==> src/rtl/card_pick_adder_pkg.sv <==
// card_pkg: FSM/command encodings and row/column index helpers shared by card_pick_adder.
package card_pkg;

   typedef enum logic [1:0] {IDLE, PICKED, RESULT} state_t;

   typedef enum logic [2:0] {
      CMD_NONE, CMD_CANCEL, CMD_UP, CMD_DOWN, CMD_LEFT, CMD_RIGHT, CMD_OK
   } cmd_t;

   function automatic int idx(input int row, input int col, input int num_max);
      return row * num_max + col;
   endfunction

   function automatic int row_of(input int index, input int num_max);
      return (index >= num_max) ? 1 : 0;
   endfunction

   function automatic int col_of(input int index, input int num_max);
      return (index >= num_max) ? index - num_max : index;
   endfunction

   // A row count of 0 still leaves one usable card; oversize counts saturate.
   function automatic int eff_num(input int num, input int num_max);
      if (num == 0) return 1;
      if (num > num_max) return num_max;
      return num;
   endfunction

endpackage

==> src/rtl/card_pick_adder_btn_edge.sv <==
// btn_edge: rising-edge detector for one debounced button level.
module btn_edge (
   input  logic clk,
   input  logic rst_n,
   input  logic i_btn,
   output logic o_rise
);

   logic r_prev;

   always_ff @(posedge clk or negedge rst_n) begin
      if (!rst_n) r_prev <= 1'b0;
      else        r_prev <= i_btn;
   end

   assign o_rise = i_btn & ~r_prev;

endmodule

==> src/rtl/card_pick_adder.sv <==
// card_pick_adder: two-row card cursor, two-pick FSM and modular adder with sticky draw flags.
// Optional `define CARD_PICK_CANCEL_EN adds a btn_cancel input that aborts a pending pick.
module card_pick_adder
   import card_pkg::*;
#(
   parameter int NUM_MAX = 5,
   parameter int DIGIT_W = 4,
   parameter int MODULUS = 10,
   parameter int IDX_W   = $clog2(2*NUM_MAX),
   parameter int NUM_W   = $clog2(NUM_MAX+1)
) (
   input  logic                         clk,
   input  logic                         rst_n,
   input  logic                         player,
   input  logic [NUM_W-1:0]             num,
   input  logic [2*NUM_MAX*DIGIT_W-1:0] status,
   input  logic                         btn_up,
   input  logic                         btn_down,
   input  logic                         btn_left,
   input  logic                         btn_right,
   input  logic                         btn_ok,
`ifdef CARD_PICK_CANCEL_EN
   input  logic                         btn_cancel,
`endif
   input  logic                         clr_draw,
   output logic [IDX_W-1:0]             cursor,
   output logic                         picked,
   output logic [IDX_W-1:0]             sel_index,
   output logic                         res_valid,
   output logic [DIGIT_W-1:0]           res_value,
   output logic [IDX_W-1:0]             res_dst,
   output logic [IDX_W-1:0]             res_src,
   output logic                         rej,
   output logic                         draw1,
   output logic                         draw2
);

   logic w_up, w_down, w_left, w_right, w_ok, w_cancel;

   btn_edge u_edge_up    (.clk, .rst_n, .i_btn(btn_up),    .o_rise(w_up));
   btn_edge u_edge_down  (.clk, .rst_n, .i_btn(btn_down),  .o_rise(w_down));
   btn_edge u_edge_left  (.clk, .rst_n, .i_btn(btn_left),  .o_rise(w_left));
   btn_edge u_edge_right (.clk, .rst_n, .i_btn(btn_right), .o_rise(w_right));
   btn_edge u_edge_ok    (.clk, .rst_n, .i_btn(btn_ok),    .o_rise(w_ok));
`ifdef CARD_PICK_CANCEL_EN
   btn_edge u_edge_cancel(.clk, .rst_n, .i_btn(btn_cancel), .o_rise(w_cancel));
`else
   assign w_cancel = 1'b0;
`endif

   state_t             r_state, w_state_nx;
   cmd_t               w_cmd;
   logic [IDX_W-1:0]   r_cursor, w_cursor_nx, r_sel_index, r_res_dst, r_res_src;
   logic [DIGIT_W-1:0] r_a, r_res_value, w_card, w_res_value;
   logic [DIGIT_W:0]   w_sum;
   logic               r_res_valid, r_rej, r_draw1, r_draw2;
   logic               w_rej, w_pick, w_result, w_cursor_zero;
   logic               w_row, w_sel_row, w_zero_pick;
   int                 w_n, w_col;

   assign w_n       = eff_num(int'(num), NUM_MAX);
   assign w_row     = (row_of(int'(r_cursor), NUM_MAX) == 1);
   assign w_col     = col_of(int'(r_cursor), NUM_MAX);
   assign w_sel_row = (row_of(int'(r_sel_index), NUM_MAX) == 1);
   assign w_card    = status[int'(r_cursor)*DIGIT_W +: DIGIT_W];

   assign w_sum       = {1'b0, r_a} + {1'b0, w_card};
   assign w_res_value = DIGIT_W'(w_sum % (DIGIT_W+1)'(MODULUS));
   assign w_zero_pick = (r_a == '0) || (w_card == '0);

   // Only the highest-priority edge survives; everything is dropped during RESULT.
   always_comb begin
      // NOTE: every always_comb output gets a default first so no path can infer a latch.
      w_cmd = CMD_NONE;
      if (r_state != RESULT) begin
         if      (w_cancel) w_cmd = CMD_CANCEL;
         else if (w_up)     w_cmd = CMD_UP;
         else if (w_down)   w_cmd = CMD_DOWN;
         else if (w_left)   w_cmd = CMD_LEFT;
         else if (w_right)  w_cmd = CMD_RIGHT;
         else if (w_ok)     w_cmd = CMD_OK;
      end
   end

   always_comb begin
      w_state_nx    = r_state;
      w_rej         = 1'b0;
      w_pick        = 1'b0;
      w_result      = 1'b0;
      w_cursor_zero = 1'b0;
      case (r_state)
         IDLE: begin
            if (w_cmd == CMD_OK) begin
               if (w_card == '0 && w_row == player) begin
                  w_rej = 1'b1;
               end else begin
                  w_pick     = 1'b1;
                  w_state_nx = PICKED;
               end
            end
         end
         PICKED: begin
            if (w_cmd == CMD_CANCEL) begin
               w_state_nx = IDLE;
            end else if (w_cmd == CMD_OK) begin
               if (w_row == w_sel_row) begin
                  w_rej         = 1'b1;
                  w_cursor_zero = 1'b1;
                  w_state_nx    = IDLE;
               end else begin
                  w_result   = 1'b1;
                  w_state_nx = RESULT;
               end
            end
         end
         RESULT: begin
            w_cursor_zero = 1'b1;
            w_state_nx    = IDLE;
         end
         default: w_state_nx = IDLE;
      endcase
   end

   // A column left out of range by a shrinking num is clamped before any move applies.
   always_comb begin
      w_cursor_nx = r_cursor;
      if (w_cursor_zero) begin
         w_cursor_nx = '0;
      end else if (w_col >= w_n) begin
         w_cursor_nx = IDX_W'(idx(int'(w_row), w_n - 1, NUM_MAX));
      end else begin
         case (w_cmd)
            CMD_UP, CMD_DOWN: w_cursor_nx = IDX_W'(idx(int'(!w_row), w_col, NUM_MAX));
            CMD_LEFT:  w_cursor_nx = (w_col == 0) ? IDX_W'(idx(int'(!w_row), w_n - 1, NUM_MAX))
                                                  : r_cursor - IDX_W'(1);
            CMD_RIGHT: w_cursor_nx = (w_col == w_n - 1) ? IDX_W'(idx(int'(!w_row), 0, NUM_MAX))
                                                        : r_cursor + IDX_W'(1);
            default:   w_cursor_nx = r_cursor;
         endcase
      end
   end

   always_ff @(posedge clk or negedge rst_n) begin
      if (!rst_n) begin
         r_state     <= IDLE;
         r_cursor    <= '0;
         r_sel_index <= '0;
         r_a         <= '0;
         r_res_valid <= 1'b0;
         r_res_value <= '0;
         r_res_dst   <= '0;
         r_res_src   <= '0;
         r_rej       <= 1'b0;
         r_draw1     <= 1'b0;
         r_draw2     <= 1'b0;
      end else begin
         // NOTE: non-blocking assignments make every flop here load from pre-edge values.
         r_state     <= w_state_nx;
         r_cursor    <= w_cursor_nx;
         r_rej       <= w_rej;
         r_res_valid <= w_result;
         if (w_pick) begin
            r_sel_index <= r_cursor;
            r_a         <= w_card;
         end
         if (w_result) begin
            r_res_value <= w_res_value;
            r_res_dst   <= (w_sel_row == player) ? r_sel_index : r_cursor;
            r_res_src   <= (w_sel_row == player) ? r_cursor : r_sel_index;
         end
         r_draw1 <= (w_result && !player && w_zero_pick) || (r_draw1 && !clr_draw);
         r_draw2 <= (w_result &&  player && w_zero_pick) || (r_draw2 && !clr_draw);
      end
   end

   assign cursor    = r_cursor;
   assign picked    = (r_state == PICKED);
   assign sel_index = r_sel_index;
   assign res_valid = r_res_valid;
   assign res_value = r_res_value;
   assign res_dst   = r_res_dst;
   assign res_src   = r_res_src;
   assign rej       = r_rej;
   assign draw1     = r_draw1;
   assign draw2     = r_draw2;

endmodule

==> config.mk <==
export PLATFORM = sky130hd
export DESIGN_NAME = card_pick_adder
export DESIGN_NICKNAME = d
export VERILOG_FILES = /design/src/rtl/card_pick_adder_pkg.sv /design/src/rtl/card_pick_adder_btn_edge.sv /design/src/rtl/card_pick_adder.sv
export SDC_FILE = /design/constraint.sdc
export NUM_CORES = 1
export LEC_CHECK = 0
export CAP_MARGIN = 20
export CORE_MARGIN = 2
export CORE_UTILIZATION = 54
export CTS_CLUSTER_SIZE = 30
export DETAILED_ROUTE_END_ITERATION = 7
export GPL_TIMING_DRIVEN = 0
export PLACE_DENSITY = 0.95
export RECOVER_POWER = 25
export SLEW_MARGIN = 40
export SYNTH_ARGS = -nofsm -noshare
export SYNTH_HDL_FRONTEND = slang
export SYNTH_SLANG_ARGS = --single-unit
==> constraint.sdc <==
create_clock -name clk -period 7.4 [get_ports clk]
set_input_delay 2.22 -clock clk [delete_from_list [all_inputs] [get_ports clk]]
set_output_delay 2.22 -clock clk [all_outputs]
set_load 0.005 [all_outputs]
==> results of run 1 <==
==> critical path: stages <==
cell and delay, ns:
clkdlybuf4s50_1 0.47, mux2i_1 0.08, o22ai_1 0.16, o21ai_0 0.12, o21ai_1 0.28, ha_1 0.26, inv_1 0.06, fa_1 0.41
xor2_1 0.34, inv_1 0.13, ha_1 0.20, inv_1 0.09, a21oi_1 0.08, xnor2_1 0.17, ha_1 0.20, nor3_1 0.19
o221ai_1 0.24, and3_1 0.26, a211o_1 0.26
==> metal layers <==
layer | routed length (um) | part of all wire, % | vias to the layer above
met5 | 0 | 0 | -
met4 | 228 | 2.7 | 0
met3 | 388 | 4.6 | 33
met2 | 4360 | 52 | 119
met1 | 3470 | 41 | 1441
li1 | - | - | 1423
==> path summary, 6_finish.rpt <==
kind / from / endpoint / slack [ns] / depth (start not counted)
max in group asynchronous: rst_n / res_value[1] / 3.85 / 2
hold reg to reg: res_src[1] / res_src[1] / 0.49 / 2
min in group asynchronous: rst_n / u_edge_ok.r_prev / 2.02 / 1
setup reg to reg: cursor[1] / res_value[2] / 2.71 / 19
hold / removal: res_src[1] / res_src[1] / 0.49 / 2
setup / recovery: status[20] / res_value[2] / 1.33 / 19
==> stage by stage <==
step | setup slack (ns) | cells | utilization (%)
5_1_grt | 1.05 | 506 | 73.1
2_1_floorplan | 1.97 | 349 | -
4_1_cts | 1.35 | 506 | 73.4
3_3_place_gp | 1.33 | 497 | 71.3
3_5_place_dp | 1.09 | 498 | 71.9
6_report | 1.33 | 506 | 73.1
==> cells by family (layout without fill, tap and decap cells) <==
| family | count (synthesis) | count (layout) | share of synthesized area [%] |
|---|---|---|---|
| compound gates | 93 | 93 | 19.7 |
| xor+xnor | 19 | 19 | 5.45 |
| fa+ha+maj | 28 | 28 | 11.7 |
| mux | 32 | 32 | 11.8 |
| flops | 35 | 35 | 28.7 |
| simple gates | 98 | 98 | 16.4 |
| buf+inv | 44 | 129 | 6.15 |
==> flip-flops by register name, indices dropped and copies added (netlist names) <==
signal               count
u_edge_left.r_prev       1
draw1                    1
u_edge_right.r_prev      1
r_a                      4
u_edge_ok.r_prev         1
draw2                    1
res_dst                  4
res_valid                1
u_edge_down.r_prev       1
cursor                   4
res_value                4
rej                      1
sel_index                4
u_edge_up.r_prev         1
r_state                  2
res_src                  4
==> placed cells by master, fill, tap and decap left out, drive strengths merged, types with 3 or more instances in the layout <==
cell	instances
a21o	4
a21oi	14
and2	4
and3	3
buf	6
clkbuf	15
clkdlybuf4s50	75
clkinv	5
dfrtp	35
ha	27
inv	28
mux2	7
mux2i	24
nand2	37
nand2b	7
nand3	13
nor2	14
nor2b	3
nor3	7
o21a	3
o21ai	33
o22ai	13
xnor2	15
xor2	4
==> where the power goes <==
group	internal [W]	total (W)	leakage, nW	switching [W]
Combinational	0.000673	0.00151	1.30	0.000841
Sequential	0.000260	0.000326	0.449	0.0000654
Clock	0.0000644	0.000135	0.0477	0.0000702
==> area by class of cell <==
| cell class | count | share of cell area [%] |
|---|---|---|
| Clock buffer | 5 | 1.72 |
| Buffer | 14 | 1.85 |
| Timing Repair Buffer | 77 | 19.0 |
| Sequential cell | 35 | 21.9 |
| Multi-Input combinational cell | 270 | 50.1 |
| Clock inverter | 3 | 0.375 |
| Tap cell | 72 | 2.25 |
| Inverter | 30 | 2.85 |
==> impl_metrics.ini, run 1 <==
[synthesis]
ys_ff_latch = 35
yosysWarnings = 0
synth_area_leaders = dfrtp_1 29%, ha_1 11%, mux2i_1 7.9%
synth-async-reset-ratio_pct = 100
synth_top_cell_area_share_pct = 28.7
synth.distinct_cells = 62
syn_area_per_cell_um2 = 8.74
synth_ff_type = dfrtp_1
yosys.cell_count.top_type = nand2_1
ys_seq_area_share_pct = 28.7
syn_inst = 349
synth-edff-count = 0
postSynthNetCount = 429
ys_top_cells_by_count = 37 x nand2_1, 35 x dfrtp_1, 30 x o21ai_0
synth_largest_area_cell = dfrtp_1
netlist_area_um2 = 3050

[placement]
place_congestion = 0.965
dpl_cell_area_um2 = 3930
place.port_buffers = 76
hpwl_um = 6510

[timing]
timing.fmax_mhz = 165
worstMarginPinSlew_ns = 1.15
setup_violations = 0
clock_skew_ns = 0.00567
finalHoldViolations = 0
slew_viol_final = 0
fin_crit_ns = 6.07
rsz0062_at_grt = no
maxSlewHeadroom_pct = 23.4
period_share_pct = 82.0
finalSetupTns_ns = 0
hold_ws_ns = 0.490

[clock_network]
postCtsSetupRepairBufs = 0
cts_sinks = 35
htreeDepth = 2
worstSkewPairLatency_ns = 0.29
clockBufferDepth = 2
cts_buffers = 5
cts.reportedPaths.clkPinSlew_ns = 0.07
cts_tree = done
root_buffer = clkbuf_8
cts_hold_buf = 0
ctsResizeCount = 0

[routing]
drtIter0Drc = 282
postRouteWirelength_um = 8450
firstDrtPassIters = 5
vias_per_cell = 5.96
wire_per_inst_um = 16.7
drcViolationCount = 0
ant_nets = 0
via_count = 3016

[grt]
grt-busiest-layer = met2
overflow = 0
grt_pass1_vias = 3029
grt_start_max_net_pins = 21
grt_use_met3_pct = 4.43
grt_pass1_wl_um = 13900
antenna_found_initial = 0
track_usage_pct = 27.6
use_met2_pct = 49.3
grt.met1_usage_pct = 33.8

[worst_setup_path]
crit_fanout = 5
end_kind = flip-flop
critical_path_class = in2reg
crit_arrival_ns = 6.24
start_kind = primary input
critPathRequiredTime_ns = 7.58

[run]
cap_violations = 0

[floorplan]
die_y_um = 79.2
io_pins = 77
dieArea_um2 = 6270
start_util_pct = 55.8
fp-row-count = 27
core_um2 = 5470
fp.dieW_um = 79.2

[status]
outcome = complete, no violations

[power_and_ir_drop]
peakVddDrop_uv = 425
leakagePower_nw = 1.80
power_w = 0.00197
power.density_nw_per_um2 = 494

[layout]
fillers = 418
finalInstanceArea_um2 = 4000
antenna_cells = 0
num-nets-final = 513
seqCellArea_um2 = 876
multi_input_area_um2 = 2000
drive_above_1_share_pct = 7.37
syn2layout_area_growth_pct = 31.1

[hold_path]
hold_path.class = reg2reg
Note: power is estimated with default switching activity, not from simulation.
==> run 2, diff against run 1 <==
--- a/config.mk
+++ b/config.mk
@@ -7,11 +7,11 @@
 export LEC_CHECK = 0
 export CAP_MARGIN = 20
 export CORE_MARGIN = 2
-export CORE_UTILIZATION = 54
+export CORE_UTILIZATION = 45
 export CTS_CLUSTER_SIZE = 30
 export DETAILED_ROUTE_END_ITERATION = 7
 export GPL_TIMING_DRIVEN = 0
-export PLACE_DENSITY = 0.95
+export PLACE_DENSITY = 0.85
 export RECOVER_POWER = 25
 export SLEW_MARGIN = 40
 export SYNTH_ARGS = -nofsm -noshare
==> constraint.sdc (replaced) <==
create_clock -name clk -period 5.1 [get_ports clk]
set_input_delay 1.53 -clock clk [delete_from_list [all_inputs] [get_ports clk]]
set_output_delay 1.53 -clock clk [all_outputs]
set_load 0.005 [all_outputs]
==> run 2 against run 1 <==
Clock power grew 90%. Cell area up 3.6%. Largest cell class unchanged. Cell count increased by 2.6%. Flip-flop and latch count unchanged. Combinational power grew 64%. Power up 62%. Critical endpoint unchanged. Count of clock-buffer cells in the layout did not move.
==> impl_metrics.ini, run 2 (synthesis results as in run 1) <==
[clock_network]
clockBufferDepth = 2
worstSkewPairLatency_ns = 0.30
cts_sinks = 35
cts_tree = done
cts.reportedPaths.clkPinSlew_ns = 0.08
root_buffer = clkbuf_8
htreeDepth = 2
cts_buffers = 5

[timing]
period_share_pct = 97.1
setup_violations = 0
finalSetupTns_ns = 0
worstMarginPinSlew_ns = 1.19
maxSlewHeadroom_pct = 20.6
hold_ws_ns = 0.479
clock_skew_ns = 0.0102
timing.fmax_mhz = 202
finalHoldViolations = 0
slew_viol_final = 0
fin_crit_ns = 4.95

[routing]
drtIter0Drc = 158
postRouteWirelength_um = 8110
firstDrtPassIters = 4
via_count = 2945
ant_nets = 0
wire_per_inst_um = 15.6
vias_per_cell = 5.67
drcViolationCount = 0

[worst_setup_path]
start_kind = primary input
end_kind = flip-flop
r2r_start = cursor[0]
critical_path_class = in2reg
critPathRequiredTime_ns = 5.28
crit_arrival_ns = 5.14
cp-startpoint = status[29]
crit_path_end = res_value[2]
r2r_setup_slack_ns = 0.81
reg2reg_depth = 19
crit_fanout = 6
regToRegEndpoint = res_value[2]

[floorplan]
fp.dieW_um = 86.4
fp-row-count = 30
dieArea_um2 = 7460
io_pins = 77
die_y_um = 86.4
start_util_pct = 45.7
core_um2 = 6680

[layout]
syn2layout_area_growth_pct = 35.8
multi_input_area_um2 = 2070
antenna_cells = 0
num-nets-final = 518
layout_common_cells = 75 x clkdlybuf4s50_1, 37 x nand2_1, 35 x dfrtp_1
fillers = 543
finalNonFillerCells = 519
final_common_cell = clkdlybuf4s50_1
seqCellArea_um2 = 876
drive_above_1_share_pct = 10.9
finalInstanceArea_um2 = 4140

[placement]
place_congestion = 0.965
dp_cells = 506
place.port_buffers = 76
dpl_cell_area_um2 = 3930
hpwl_um = 6270

[grt]
grt_pass1_vias = 2932
grt_start_max_net_pins = 23
grt_pass1_wl_um = 13200
overflow = 0
track_usage_pct = 21.8
antenna_found_initial = 0

[status]
outcome = complete, no violations

[hold_path]
hold_path.class = reg2reg

[power_and_ir_drop]
power.density_nw_per_um2 = 772
leakagePower_nw = 1.84
peakVddDrop_uv = 321

[run]
cap_violations = 0
==> run 2: changes by cell type in the layout (fill, tap and decap cells not counted), sizes merged <==
cell and change:
buf +5, bufinv +1, clkinv -1
==> run 2: how the worst min path moves through the flow <==
| stage | from | endpoint | slack [ns] | depth (start not counted) |
|---|---|---|---|---|
| floorplan | res_src[3] | res_src[3] | 0.46 | 2 |
| global placement | res_src[3] | res_src[3] | 0.46 | 2 |
| detailed placement | res_src[3] | res_src[3] | 0.46 | 2 |
| CTS | res_src[3] | res_src[3] | 0.48 | 2 |
| global route | res_src[3] | res_src[3] | 0.52 | 2 |
| finish | res_src[3] | res_src[3] | 0.48 | 2 |
==> run 2: routing by layer <==
metal	up-vias	track usage (%)	wire [um]	share of wire, %
met5	-	0	0	0
li1	1436	-	-	-
met4	0	6.96	110	1.4
met1	1400	26.5	3410	42
met3	14	3.52	394	4.9
met2	95	39.2	4190	52
==> run 2: worst max-delay path: stages <==
cell,delay [ns]
clkdlybuf4s50_1,0.39
mux4_2,0.51
a21oi_4,0.17
o22ai_4,0.12
ha_4,0.24
a21o_1,0.16
a21oi_2,0.14
xnor2_1,0.16
inv_1,0.12
ha_1,0.22
inv_2,0.07
a21oi_1,0.09
xnor2_2,0.23
ha_2,0.21
nor3_2,0.04
o221ai_2,0.26
buf_4,0.17
nor3_1,0.04
a211o_1,0.24
==> run 2: layout make-up <==
cell class,instances,share of cell area (%)
buffer,14,1.78
clock buffer,5,1.66
clock inverter,3,1.06
inverter,30,2.75
multi-input combinational,270,50.0
sequential,35,21.1
tap,80,2.42
timing repair buffer,82,19.2
==> run 2: power breakdown <==
group | leakage, nW | switching [W] | internal, W
logic | 1.33 | 0.00130 | 0.00118
registers | 0.449 | 0.0000903 | 0.000377
clock network | 0.0581 | 0.000111 | 0.000146
==> run 2: per-stage QoR <==
| step | setup slack, ns | total power, W | utilization, % |
|---|---|---|---|
| CTS | 0.0194 | 0.00293 | 60.8 |
| detailed placement | -0.388 | 0.00260 | 58.8 |
| finish | 0.146 | 0.00320 | 62.0 |
| global placement | -0.315 | 0.00253 | 58.6 |
| floorplan | 0.365 | 0.00202 | - |
| global route | -0.0252 | 0.00349 | 62.0 |
==> run 2: repair_timing <==
item | CTS | global route
hold endpoints to repair | 0 | 0
setup endpoints to repair | 1 | 3
hold buffers | 0 | 0
buffers inserted | 0 | 5
pin swaps | 0 | 6
resized for setup | 3 | 10
==> run 3, diff against run 2 <==
--- a/config.mk
+++ b/config.mk
@@ -6,13 +6,15 @@
 export NUM_CORES = 1
 export LEC_CHECK = 0
 export CAP_MARGIN = 20
-export CORE_MARGIN = 2
+export CORE_MARGIN = 8
 export CORE_UTILIZATION = 45
 export CTS_CLUSTER_SIZE = 30
 export DETAILED_ROUTE_END_ITERATION = 7
+export GPL_ROUTABILITY_DRIVEN = 0
 export GPL_TIMING_DRIVEN = 0
 export PLACE_DENSITY = 0.85
 export RECOVER_POWER = 25
+export SETUP_SLACK_MARGIN = 0.05
 export SLEW_MARGIN = 40
 export SYNTH_ARGS = -nofsm -noshare
 export SYNTH_HDL_FRONTEND = slang
==> run 3 against run 2 <==
Global-route usage decreased by 4.3 points. Sequential share of layout area increased by 0.17 points. Worst setup slack got worse by 0.046 ns. Combinational power about the same. Critical endpoint unchanged.
==> impl_metrics.ini, run 3 (synthesis results as in run 1) <==
[timing]
period_share_pct = 98.0
maxSlewHeadroom_pct = 36.7
worstMarginPinSlew_ns = 0.949
clock_skew_ns = 0.00780
worst_slack_ns = 0.101
slew_viol_final = 0
fin_crit_ns = 5.00
timing.fmax_mhz = 200
setup_violations = 0
finalSetupTns_ns = 0
finalHoldViolations = 0

[clock_network]
cts_hold_buf = 0
htreeDepth = 2
cts.reportedPaths.clkPinSlew_ns = 0.07
cts_sinks = 35
worstSkewPairLatency_ns = 0.29
clockBufferDepth = 2
cts_buffers = 5
root_buffer = clkbuf_8
cts_tree = done

[worst_setup_path]
regToRegEndpoint = res_value[2]
cpMaxStageDelayCell = mux4_2
r2r_start = cursor[0]
start_kind = primary input
r2r_setup_slack_ns = 0.92
crit_path_end = res_value[2]
critical_path.max_stage_delay_ns = 0.50
critical_path_class = in2reg
cp-startpoint = status[29]
crit_chain = clkdlybuf4s50_1, mux4_2, a21oi_4, o22ai_4, ha_1, a21o_1, a21oi_2, xnor2_1, inv_1, ha_1, inv_2, a21oi_2, xnor2_2, ha_1, nor3_2, o221ai_2, and3_1, a211o_1
end_kind = flip-flop
worstSetupPathDepth = 18
reg2reg_depth = 18
crit_fanout = 6
path_buf_inv = 3
crit_family = compound AO/OA/AOI/OAI gates
critPathRequiredTime_ns = 5.28
crit_arrival_ns = 5.18
cp_common_cell = ha_1

[layout]
drive_above_1_share_pct = 9.82
layout_common_cells = 75 x clkdlybuf4s50_1, 37 x nand2_1, 35 x dfrtp_1
syn2layout_area_growth_pct = 34.6
final_common_cell = clkdlybuf4s50_1
finalInstanceArea_um2 = 4110
post-route-util_pct = 61.5
num-nets-final = 517
antenna_cells = 0

[placement]
post-place-ws_ns = -0.425
place.port_buffers = 76
hpwl_um = 6720
dpl_cell_area_um2 = 3940

[routing]
vias_per_cell = 5.67
ant_nets = 0
drcViolationCount = 0
wire_per_inst_um = 16.4
via_count = 2936
drtIter0Drc = 109
firstDrtPassIters = 4
postRouteWirelength_um = 8500

[grt]
track_usage_pct = 17.5
grt_pass1_vias = 3042
overflow = 0
grt_pass1_wl_um = 14100
antenna_found_initial = 0
grt_start_max_net_pins = 19

[power_and_ir_drop]
power.density_nw_per_um2 = 767
leakagePower_nw = 1.83
power_w = 0.00315
peakVddDrop_uv = 280

[floorplan]
fp-row-count = 30
dieArea_um2 = 9670
io_pins = 77
core_um2 = 6680
fp.dieW_um = 98.4
start_util_pct = 45.7
die_y_um = 98.4

[status]
outcome = complete, no violations

[hold_path]
hold_path.class = reg2reg

[run]
cap_violations = 0
==> run 3: cell types whose count changed in the layout (fill, tap and decap cells not counted), sizes merged <==
cell / previous run / this run
bufinv: 1 / 0
clkbuf: 15 / 18
clkinv: 4 / 2
buf: 11 / 10
==> run 3: timing repair <==
action / CTS / global route
setup endpoints to repair: 3 / 3
cloned: 0 / 0
resized for setup: 2 / 8
setup buffers: 1 / 3
pin swaps: 1 / 4
==> run 3: layer usage <==
metal	wire (um)	GRT usage (%)
met1	3400	19.2
met2	4570	31.9
met3	320	3.56
met4	211	7.08
met5	0	0
==> run 3: worst min-delay path by stage <==
stage | to | slack, ns | cells after the start | start
after global placement | res_value[0] | 0.47 | 2 | res_value[0]
final | res_value[0] | 0.48 | 2 | res_value[0]
after global routing | res_dst[1] | 0.51 | 2 | res_dst[1]
after detailed placement | res_value[0] | 0.47 | 2 | res_value[0]
after CTS | res_value[0] | 0.48 | 2 | res_value[0]
after floorplan | res_src[3] | 0.46 | 2 | res_src[3]
==> run 3: where the power goes <==
part           total, W  leakage (nW)  switching, W  internal, W
clock network  0.000224        0.0515      0.000101     0.000123
logic           0.00246          1.33       0.00131      0.00115
registers      0.000464         0.449     0.0000866     0.000377
==> run 3: cell type report <==
class	count	area (um^2)
multi-input combinational	270	2060
clock buffer	8	100
inverter	30	114
tap	80	100
fill	585	2570
timing repair buffer	81	788
buffer	14	73.8
sequential	35	876
==> run 3: through the flow <==
step                      hold WS [ns]  cells
final                            0.482    518
after global routing             0.507    518
after CTS                        0.483    515
after detailed placement         0.466    506
after global placement           0.465    505
after floorplan                  0.463    349
==> run 3: worst register-to-register path, delay by kind of cell, from the launching register on <==
family                   cells  cell delay, ns
adder cells (fa/ha/maj)      3            0.74
XOR/XNOR                     2            0.33
flip-flops                   1            0.50
AND/OR/NAND/NOR              2            0.38
AO/OA/AOI/OAI                6            0.93
buffers and inverters        4            0.84
multiplexers                 1            0.35
